**src/rtl/btn_pkg.sv**
```systemverilog
// Shared types and defaults for the button gesture classifier.
// Timing constants are in 10 ns clock cycles.
package btn_pkg;

    typedef enum logic [2:0] {
        e_idle      = 3'd0,
        e_press1    = 3'd1,
        e_long_hold = 3'd2,
        e_gap       = 3'd3,
        e_press2    = 3'd4
    } t_press_state;

    localparam int LONG_PERIOD_DEFAULT = 100_000_000;
    localparam int DCLICK_GAP_DEFAULT  = 30_000_000;

    function automatic int timer_width(input int a, input int b);
        return $clog2(((a > b) ? a : b) + 1);
    endfunction

endpackage

```
**src/rtl/tick_timer.sv**
```systemverilog
// Loadable down-counter that saturates at zero; expire flags a zero count.
module tick_timer #(
    parameter int WIDTH = 8
) (
    input  logic             i_clk,
    input  logic             i_rst_n,
    input  logic             i_load,
    input  logic             i_dec,
    input  logic [WIDTH-1:0] i_value,
    output logic             o_expire
);

    logic [WIDTH-1:0] count;

    always_ff @(posedge i_clk or negedge i_rst_n) begin
        if (!i_rst_n) begin
            count <= '0;
        end else if (i_load) begin
            count <= i_value;
        end else if (i_dec && (count != '0)) begin
            count <= count - WIDTH'(1);
        end
    end

    assign o_expire = (count == '0);

endmodule

```
**src/rtl/btn_press_classifier.sv**
```systemverilog
// Classifies debounced button gestures into single, double and long presses,
// each reported as a registered one-cycle pulse.
module btn_press_classifier
    import btn_pkg::*;
#(
    parameter int LONG_PERIOD_10NS = LONG_PERIOD_DEFAULT,
    parameter int DCLICK_GAP_10NS  = DCLICK_GAP_DEFAULT
) (
    input  logic i_clk,
    input  logic i_rst_n,
    input  logic i_level,
    input  logic i_rising,
    output logic o_single,
    output logic o_double,
    output logic o_long,
    output logic o_busy
);

    localparam int TW = timer_width(LONG_PERIOD_10NS, DCLICK_GAP_10NS);
    localparam logic [TW-1:0] LONG_LOAD = TW'(LONG_PERIOD_10NS - 1);
    localparam logic [TW-1:0] GAP_LOAD  = TW'(DCLICK_GAP_10NS - 1);

    t_press_state    state, state_nxt;
    logic            rising_p1;
    logic            edge_armed;
    logic            press_ev, release_ev;
    logic            tmr_load, tmr_expire;
    logic [TW-1:0]   tmr_value;
    logic            single_nxt, double_nxt, long_nxt;
    logic            single_p1, double_p1, long_p1;

    // A rising line still high when reset lifts must drop once before it can count.
    assign press_ev   = i_rising && !rising_p1 && edge_armed;
    assign release_ev = !i_level;

    tick_timer #(.WIDTH(TW)) u_timer (
        .i_clk    (i_clk),
        .i_rst_n  (i_rst_n),
        .i_load   (tmr_load),
        .i_dec    (!tmr_load),
        .i_value  (tmr_value),
        .o_expire (tmr_expire)
    );

    always_comb begin
        state_nxt  = state;
        tmr_load   = 1'b0;
        tmr_value  = '0;
        single_nxt = 1'b0;
        double_nxt = 1'b0;
        long_nxt   = 1'b0;
        case (state)
            e_idle: begin
                if (press_ev) begin
                    state_nxt = e_press1;
                    tmr_load  = 1'b1;
                    tmr_value = LONG_LOAD;
                end
            end
            e_press1: begin
                if (release_ev) begin
                    state_nxt = e_gap;
                    tmr_load  = 1'b1;
                    tmr_value = GAP_LOAD;
                end else if (tmr_expire) begin
                    state_nxt = e_long_hold;
                    long_nxt  = 1'b1;
                end
            end
            e_long_hold: begin
                if (release_ev) state_nxt = e_idle;
            end
            e_gap: begin
                if (press_ev) begin
                    state_nxt = e_press2;
                end else if (tmr_expire) begin
                    state_nxt  = e_idle;
                    single_nxt = 1'b1;
                end
            end
            e_press2: begin
                if (release_ev) begin
                    state_nxt  = e_idle;
                    double_nxt = 1'b1;
                end
            end
            default: state_nxt = e_idle;
        endcase
    end

    // Stage boundary: state, edge detector and event pulses registered together.
    always_ff @(posedge i_clk or negedge i_rst_n) begin
        if (!i_rst_n) begin
            state      <= e_idle;
            rising_p1  <= 1'b0;
            edge_armed <= 1'b0;
            single_p1  <= 1'b0;
            double_p1  <= 1'b0;
            long_p1    <= 1'b0;
        end else begin
            state      <= state_nxt;
            rising_p1  <= i_rising;
            edge_armed <= edge_armed || !i_rising;
            single_p1  <= single_nxt;
            double_p1  <= double_nxt;
            long_p1    <= long_nxt;
        end
    end

    assign o_single = single_p1;
    assign o_double = double_p1;
    assign o_long   = long_p1;
    assign o_busy   = (state != e_idle);

endmodule

```
**config.mk**
```make
export PLATFORM = sky130hd
export DESIGN_NAME = btn_press_classifier
export DESIGN_NICKNAME = d
export VERILOG_FILES = /design/src/rtl/btn_pkg.sv /design/src/rtl/tick_timer.sv /design/src/rtl/btn_press_classifier.sv
export SDC_FILE = /design/constraint.sdc
export NUM_CORES = 1
export LEC_CHECK = 0
export CORE_MARGIN = 3
export CORE_UTILIZATION = 53
export CTS_CLUSTER_DIAMETER = 150
export DETAILED_ROUTE_END_ITERATION = 6
export HOLD_SLACK_MARGIN = 0.08
export MAX_ROUTING_LAYER = met4
export PLACE_DENSITY = 0.74
export SETUP_SLACK_MARGIN = 0.02
export SLEW_MARGIN = 20
export SYNTH_ARGS = -nofsm -noshare
export SYNTH_HDL_FRONTEND = slang
export SYNTH_SLANG_ARGS = --single-unit
```
**constraint.sdc**
```tcl
create_clock -name i_clk -period 2.42 [get_ports i_clk]
set_clock_uncertainty 0.05 [all_clocks]
set_input_delay 0.484 -clock i_clk [delete_from_list [all_inputs] [get_ports i_clk]]
set_output_delay 0.484 -clock i_clk [all_outputs]
set_load 0.01 [all_outputs]
```
# Yosys cells after proc, flatten, opt, wreduce, memory -nomap -nowiden
# Index checks and enable logic that the tools add are counted.
[totals]
reg_bits = 35
elab_cells = 51
output_inout_bits = 4
inputBits = 4
[op_classes]
addsub = 1
muxes = 21
n_reduce_logical = 14
n_eq_ne = 8
[op_table]
columns = ["operator", "n"]
rows = [
  ["$mux W27", 3],
  ["$pmux W27 S2", 1],
  ["$logic_not A27 Y1", 1],
  ["$reduce_bool A27 Y1", 1],
  ["$sub A27 B1 Y27 const B", 1],
  ["$mux W25", 1],
  ["$mux W3", 6],
  ["$pmux W3 S4", 1],
  ["$mux W1", 8],
  ["$eq A3 B2 Y1 const B", 2],
  ["$ne A3 B3 Y1 const B", 2],
  ["$ne A2 B2 Y1 const B", 2],
  ["$reduce_and A4 Y1", 1],
  ["$eq A3 B1 Y1 const B", 1],
  ["$eq A3 B3 Y1 const B", 1],
  ["$logic_and A1 B1 Y1", 3],
  ["$logic_not A1 Y1", 3],
  ["$logic_not A3 Y1", 1],
  ["$reduce_bool A3 Y1", 1],
  ["$pmux W1 S2", 1],
  ["$reduce_bool A2 Y1", 1],
  ["$reduce_or A2 Y1", 1],
  ["$logic_or A1 B1 Y1", 1],
]

# Logic depth before layout (Yosys ltp)
# Gate-level depths: netlist of the first run.
[logic_depth]
ltp_word = 9
mapped_depth = 8

# By module
# Synthesis of the first run repeated with hierarchy kept, for this count alone.
[hier_totals]
hier_cells = 233
hier_area_um2 = 2194.6
[modules_own_cells]
columns = ["module", "area_each_um2", "n_inst", "cells_each", "seq_area_each_um2"]
rows = [
  ["tick_timer", 1821.7, 1, 199, 675.6],
  ["btn_press_classifier", 372.9, 1, 34, 200.2],
]

# Worst setup path before layout of the first run
# No wires, ideal clock.
[synth_path]
path_kind = "reg-to-reg"
start = "register u_timer.count[8]"
end = "register state[1]"
setup_time_ns = 0.077
n_path_buf = 1
path_slack_ns = 0.028
path_stages_with_launch = 7
arrival_ns = 2.265
required_time_ns = 2.293
cell_sequence = "dfrtp_1 > or4_4 > or4_4 > or2_1 > buf_6 > a311o_1 > a21oi_1"
[synth_between]
elab_chain_cells = 3
[synth_rtl]
columns = ["item", "line_no", "source"]
rows = [
  ["start: declaration", "tick_timer.sv:13", "logic [WIDTH-1:0] count;"],
  ["start signal: assignment", "tick_timer.sv:19", "count <= i_value;"],
  ["start signal: assignment", "tick_timer.sv:21", "count <= count - WIDTH'(1);"],
  ["$logic_not A27 Y1 *", "tick_timer.sv:25", "assign o_expire = (count == '0);"],
  ["$ne A3 B3 Y1 (no source line)", "n/a", ""],
  ["$reduce_and A4 Y1 (no source line) *", "n/a", ""],
  ["end signal: assignment", "btn_press_classifier.sv:94", "state <= e_idle;"],
  ["end signal: assignment", "btn_press_classifier.sv:101", "state <= state_nxt;"],
  ["end: declaration", "btn_press_classifier.sv:23", "t_press_state state, state_nxt;"],
]
# Every way passes the cells marked *; elsewhere a longest branch is shown, timed or not.
# A chain may end at the register's enable or synchronous reset.

# Final worst setup path of the first run
[layout_path]
start = "register u_timer.count[12]"
end = "register state[1]"
# Same word-level chain as after synthesis.

==> results of run 1 <==
## what timing repair did
item	4_1_cts	5_1_grt
resized for setup	0	6
buffers inserted	0	3
endpoints found under the setup margin	0	19
## where the power goes
group | internal, mW | leakage (nW) | total, mW | switching [mW]
logic | 0.237 | 0.406 | 0.488 | 0.251
registers | 0.708 | 0.397 | 0.870 | 0.162
clock network | 0.103 | 0.0242 | 0.274 | 0.171
## through the flow
| stage | setup slack (ns) | setup TNS, ns |
|---|---|---|
| 2_1_floorplan | 0.0277 | 0 |
| 3_3_place_gp | 0.0865 | 0 |
| 3_5_place_dp | 0.0475 | 0 |
| 4_1_cts | 0.0248 | 0 |
| 5_1_grt | -0.0182 | -0.0261 |
| 6_report | 0.0878 | 0 |
## cell usage in the layout, fill, tap and decap left out, drive strengths merged, types with 6 or more instances in the layout
cell type	instances
nor2	17
clkdlybuf4s50	7
clkbuf	6
nand3	6
xor2	11
a21oi	7
o21ai	16
nor3	11
nor4	9
dfrtp	35
nand2	17
buf	27
## metal layers
metal  part of all wire  global-route usage
met5                  0                   -
met4              0.016              0.0923
met3              0.056              0.0485
met2               0.48               0.335
met1               0.45               0.292
## cell families after synthesis
logic type	share of synthesized area
AND/OR/NAND/NOR	0.275
flip-flops	0.477
AO/OA/AOI/OAI	0.131
multiplexers	0.00545
buffers and inverters	0.0334
XOR/XNOR	0.0715
adder cells (fa/ha/maj)	0.00681
## flip-flops by register name, summed over array words and instances, names as in the netlist
register,cells
o_double,1
edge_armed,1
u_timer.count,27
state,3
o_single,1
rising_p1,1
o_long,1
## cell type report
class	instances	area share
multi-input combinational	146	0.422
sequential	35	0.401
timing repair buffer	34	0.125
tap	44	0.0252
clock buffer	6	0.0189
inverter	5	0.00859
## Yosys cell counts (all sizes together) (3+ instances only)
cell    number
dfrtp       35
nand2       17
nor2        17
o21ai       16
nor3        11
xor2        11
nor4         9
a21oi        7
clkbuf       7
nand3        6
inv          5
o211ai       5
or3          5
or4          5
nand2b       4
nand3b       4
xnor2        4
nor4b        3
o31ai        3
## final timing paths
| check | startpoint | end | slack, ns | depth (start not counted) |
|---|---|---|---|---|
| hold reg to reg | u_timer.count[15] | u_timer.count[15] | 0.43 | 1 |
| max in group asynchronous | i_rst_n | o_single | 1.49 | 2 |
| setup / recovery | u_timer.count[12] | state[1] | 0.09 | 5 |
| setup reg to reg | u_timer.count[12] | state[1] | 0.09 | 5 |
| hold / removal | u_timer.count[15] | u_timer.count[15] | 0.43 | 1 |
| min in group asynchronous | i_rst_n | u_timer.count[26] | 0.50 | 2 |
==> flow_summary.yaml, run 1 <==
detailed_routing:
  drc_errors: 0
  vias: 1592
  drt_pre_antenna_iters: 4
  drtIter0Drc: 158
  wirelength_um: 4200
  routedWlPerCell_um: 15.6
  drtAntennaViolNets: 0
  vias_per_cell: 5.90
cts:
  cts.sinks: 35
  cts-root-buf: "clkbuf_4"
  htreeDepth: 2
  clk_pin_slew_ns: 0.10
  cts_hold_repair.buffers: 0
  clkLatencyLatePin_ns: 0.33
  cts_tree: "built"
  cts_buffer_depth: 2
  tritoncts.num_buffers: 5
placement:
  routabilityCongestion: 0.920
  hpwl_um: 2990
  dp.cells: 261
  placed_area_mm2: 0.00210
  port_buffers: 7
layout:
  syn_to_final_growth_pct: 19.0
  drive_above_1_share: 0.195
  antenna_cells: 0
  seq_area_um2: 876
  fill_cells: 272
  fin_area_mm2: 0.00219
  stdcell_count: 270
  final_util: 0.688
  multi_input_area_um2: 922
  fin_nets: 232
worst_setup_path:
  slowest_stage: "or4_4"
  cpLargestDelayFamily: "simple AND/OR/NAND/NOR gates"
  cp-start-kind: "register"
  path_buf_inv: 0
  worst-setup-path-type: "reg -> reg"
  slowest_delay_ns: 0.57
  cp.required_ns: 2.62
  arrival_ns: 2.53
  cp_cell_sequence: "or3_1, or4_4, or2_4, a311o_1, a21oi_1"
  end_kind: "register"
  path_max_fanout: 5
global_routing:
  grt_pass1_wl_um: 7100
  antenna_found_initial: 0
  overflow: 0
  globalRouteTotalUtil: 0.223
  grt_max_degree: 36
  grt_pass1_vias: 1569
sta:
  worst_pin_slew_ns: 0.496
  fin_crit_sh: 0.964
  finalCriticalPeriod_ns: 2.33
  slew_headroom: 0.665
  fmax_ghz: 0.429
  whs_ns: 0.431
  finalHoldViolCount: 0
  setup_viol: 0
  drv_slew: 0
die:
  die-area_mm2: 0.00421
  die_x_um: 64.9
  rows: 20
  initial_core_util: 0.578
  io_pins: 8
  coreArea_mm2: 0.00318
  fp.dieH_um: 64.9
power_and_ir_drop:
  power_mw: 1.63
  pwr_density_cell_mw_per_mm2: 747
  leakage_nw: 0.827
  ir_worst_vdd_v: 0.000467
hold_path:
  holdCritPathClass: "reg -> reg"
synthesis:
  synth_area_mm2: 0.00184
  ys.warnings.count: 0
  ys_seq_area_frac: 0.477
  synthArstFlopShare: 1.00
  synth_top_area_frac: 0.477
  synth_area_leaders: "dfrtp_1 (48%), xor2_1 (5.2%), o21ai_0 (4.4%), nand2_1 (3.5%), nor2_1 (3.3%)"
  ys.flop_type: "dfrtp_1"
  ys_seq_elements: 35
  yosysTopAreaCell: "dfrtp_1"
  syn_nets: 200
  synth-edff-count: 0
  ys_types: 42
  avgSynthCellArea_um2: 9.42
  syn_inst: 195
job:
  cap_violations: 0
outcome:
  status: "finished, final reports clean"
Note: power is estimated with default switching activity, not from simulation.
==> inputs of run 2 (changes only) <==
Settings changed: CORE_UTILIZATION 53 to 60, PLACE_DENSITY 0.74 to 0.79.
Clock period 2.42 ns to 3 ns, I/O delays scaled along.
==> flow_summary.yaml, run 2 (same netlist as run 1, synthesis figures left out) <==
outcome:
  status: "finished, final reports clean"
detailed_routing:
  drtAntennaViolNets: 0
  drc_errors: 0
  drtIter0Drc: 90
  routedWlPerCell_um: 17.6
  vias_per_cell: 6.46
  vias: 1545
  drt_pre_antenna_iters: 4
  wirelength_um: 4210
die:
  io_pins: 8
  rows: 19
  fp.dieH_um: 61.3
  initial_core_util: 0.649
  die-area_mm2: 0.00376
  die_x_um: 61.3
  coreArea_mm2: 0.00283
global_routing:
  globalRouteTotalUtil: 0.261
  grt_pass1_wl_um: 6980
  grt_max_degree: 36
  antenna_found_initial: 0
  overflow: 0
  grt_pass1_vias: 1493
layout:
  top_regs: "u_timer.count x27, state x3"
  final_cell_mix: "dfrtp_1 (35), nand2_1 (17), nor2_1 (16), o21ai_0 (16)"
  largest_reg_flops: 27
  syn_to_final_growth_pct: 11.8
  max_flop_register: "u_timer.count"
  antenna_cells: 0
  fin_nets: 212
  drive_above_1_share: 0.111
  fin_area_mm2: 0.00205
  final_common_cell: "dfrtp_1"
placement:
  port_buffers: 7
  hpwl_um: 2890
  routabilityCongestion: 0.888
  placed_area_mm2: 0.00194
power_and_ir_drop:
  swShare: 0.346
  ir_worst_vdd_v: 0.000487
  power_mw: 1.41
  combPwrFrac: 0.242
  leakage_nw: 0.756
  power_switching_mw: 0.486
  p_seq_frac: 0.502
  p_int_mw: 0.920
  pwr_density_cell_mw_per_mm2: 685
  pwr-share-clk: 0.256
sta:
  worst_pin_slew_ns: 0.857
  finalCriticalPeriod_ns: 2.69
  slew_headroom: 0.429
  rsz0062_at_grt: "no"
  fin_crit_sh: 0.897
  finalHoldViolCount: 0
  setup_viol: 0
  fmax_ghz: 0.371
  whs_ns: 0.439
  tns_ns: 0
  drv_slew: 0
worst_setup_path:
  r2r-start: "u_timer.count[5]"
  cp.required_ns: 3.21
  r2r_cells: 5
  end_kind: "register"
  rrSetupSlack_ns: 0.31
  arrival_ns: 2.91
  path_max_fanout: 13
  worst-setup-path-type: "reg -> reg"
  cp-start-kind: "register"
  timing.rr.end: "state[1]"
cts:
  cts_buffer_depth: 2
  cts-root-buf: "clkbuf_4"
  tritoncts.num_buffers: 5
  htreeDepth: 2
  cts.sinks: 35
  clk_pin_slew_ns: 0.11
  cts_tree: "built"
  clkLatencyLatePin_ns: 0.35
hold_path:
  hold_end: "u_timer.count[15]"
  whs_path_depth: 1
  min_from: "u_timer.count[15]"
  holdCritPathClass: "reg -> reg"
job:
  cap_violations: 0
-- run 2: how the worst max path moves through the flow --
stage / startpoint / end / slack, ns / depth (start not counted)
after floorplan: u_timer.count[8] / state[1] / 0.61 / 6
after global placement: u_timer.count[0] / state[1] / 0.1 / 7
after detailed placement: u_timer.count[0] / o_long / 0.1 / 7
after CTS: u_timer.count[0] / o_long / 0.05 / 7
after global routing: u_timer.count[0] / u_timer.count[24] / 0.21 / 7
final: u_timer.count[5] / state[1] / 0.31 / 5
-- run 2: power groups by stage --
stage / registers [mW] / logic, mW / clock network (mW)
after floorplan: 0.647 / 0.281 / 0
after global placement: 0.698 / 0.321 / 0
after detailed placement: 0.708 / 0.337 / 0
after CTS: 0.699 / 0.340 / 0.365
after global routing: 0.721 / 0.389 / 0.392
final: 0.706 / 0.340 / 0.361
-- run 2: per-stage QoR --
stage          std cells  worst slack [ns]   util
2_1_floorplan        195             0.608      -
3_3_place_gp         229            0.0968  0.686
3_5_place_dp         229            0.0958  0.686
4_1_cts              237            0.0517  0.716
5_1_grt              239             0.213  0.726
6_report             239             0.308  0.726
-- run 2: metal layers --
metal  track usage  part of all wire  up-vias
li1              -                 -      730
met1         0.335              0.44      762
met2         0.402              0.50       43
met3        0.0608             0.049       10
met4         0.100             0.018        0
met5             -                 0        -
-- run 2: area by class of cell --
type                    count  area [um^2]
clock inverters             2         35.0
well taps                  31         38.8
fillers                   216          776
repair buffers             14          123
multi-input cells         146          911
inverters                   5         18.8
clock buffers               6         51.3
flip-flops and latches     35          876
-- run 2: worst max-delay path, stage by stage, from the launching register on --
cell     delay (ns)
dfrtp_1        0.46
or4_4          0.54
or4_4          0.65
or2_1          0.39
a311o_1        0.39
a21oi_1        0.12
-- run 2: what timing repair did --
item	CTS	global route
setup endpoints to repair	0	21
gates resized for setup	0	2
hold buffers	0	0
buffers inserted	0	2
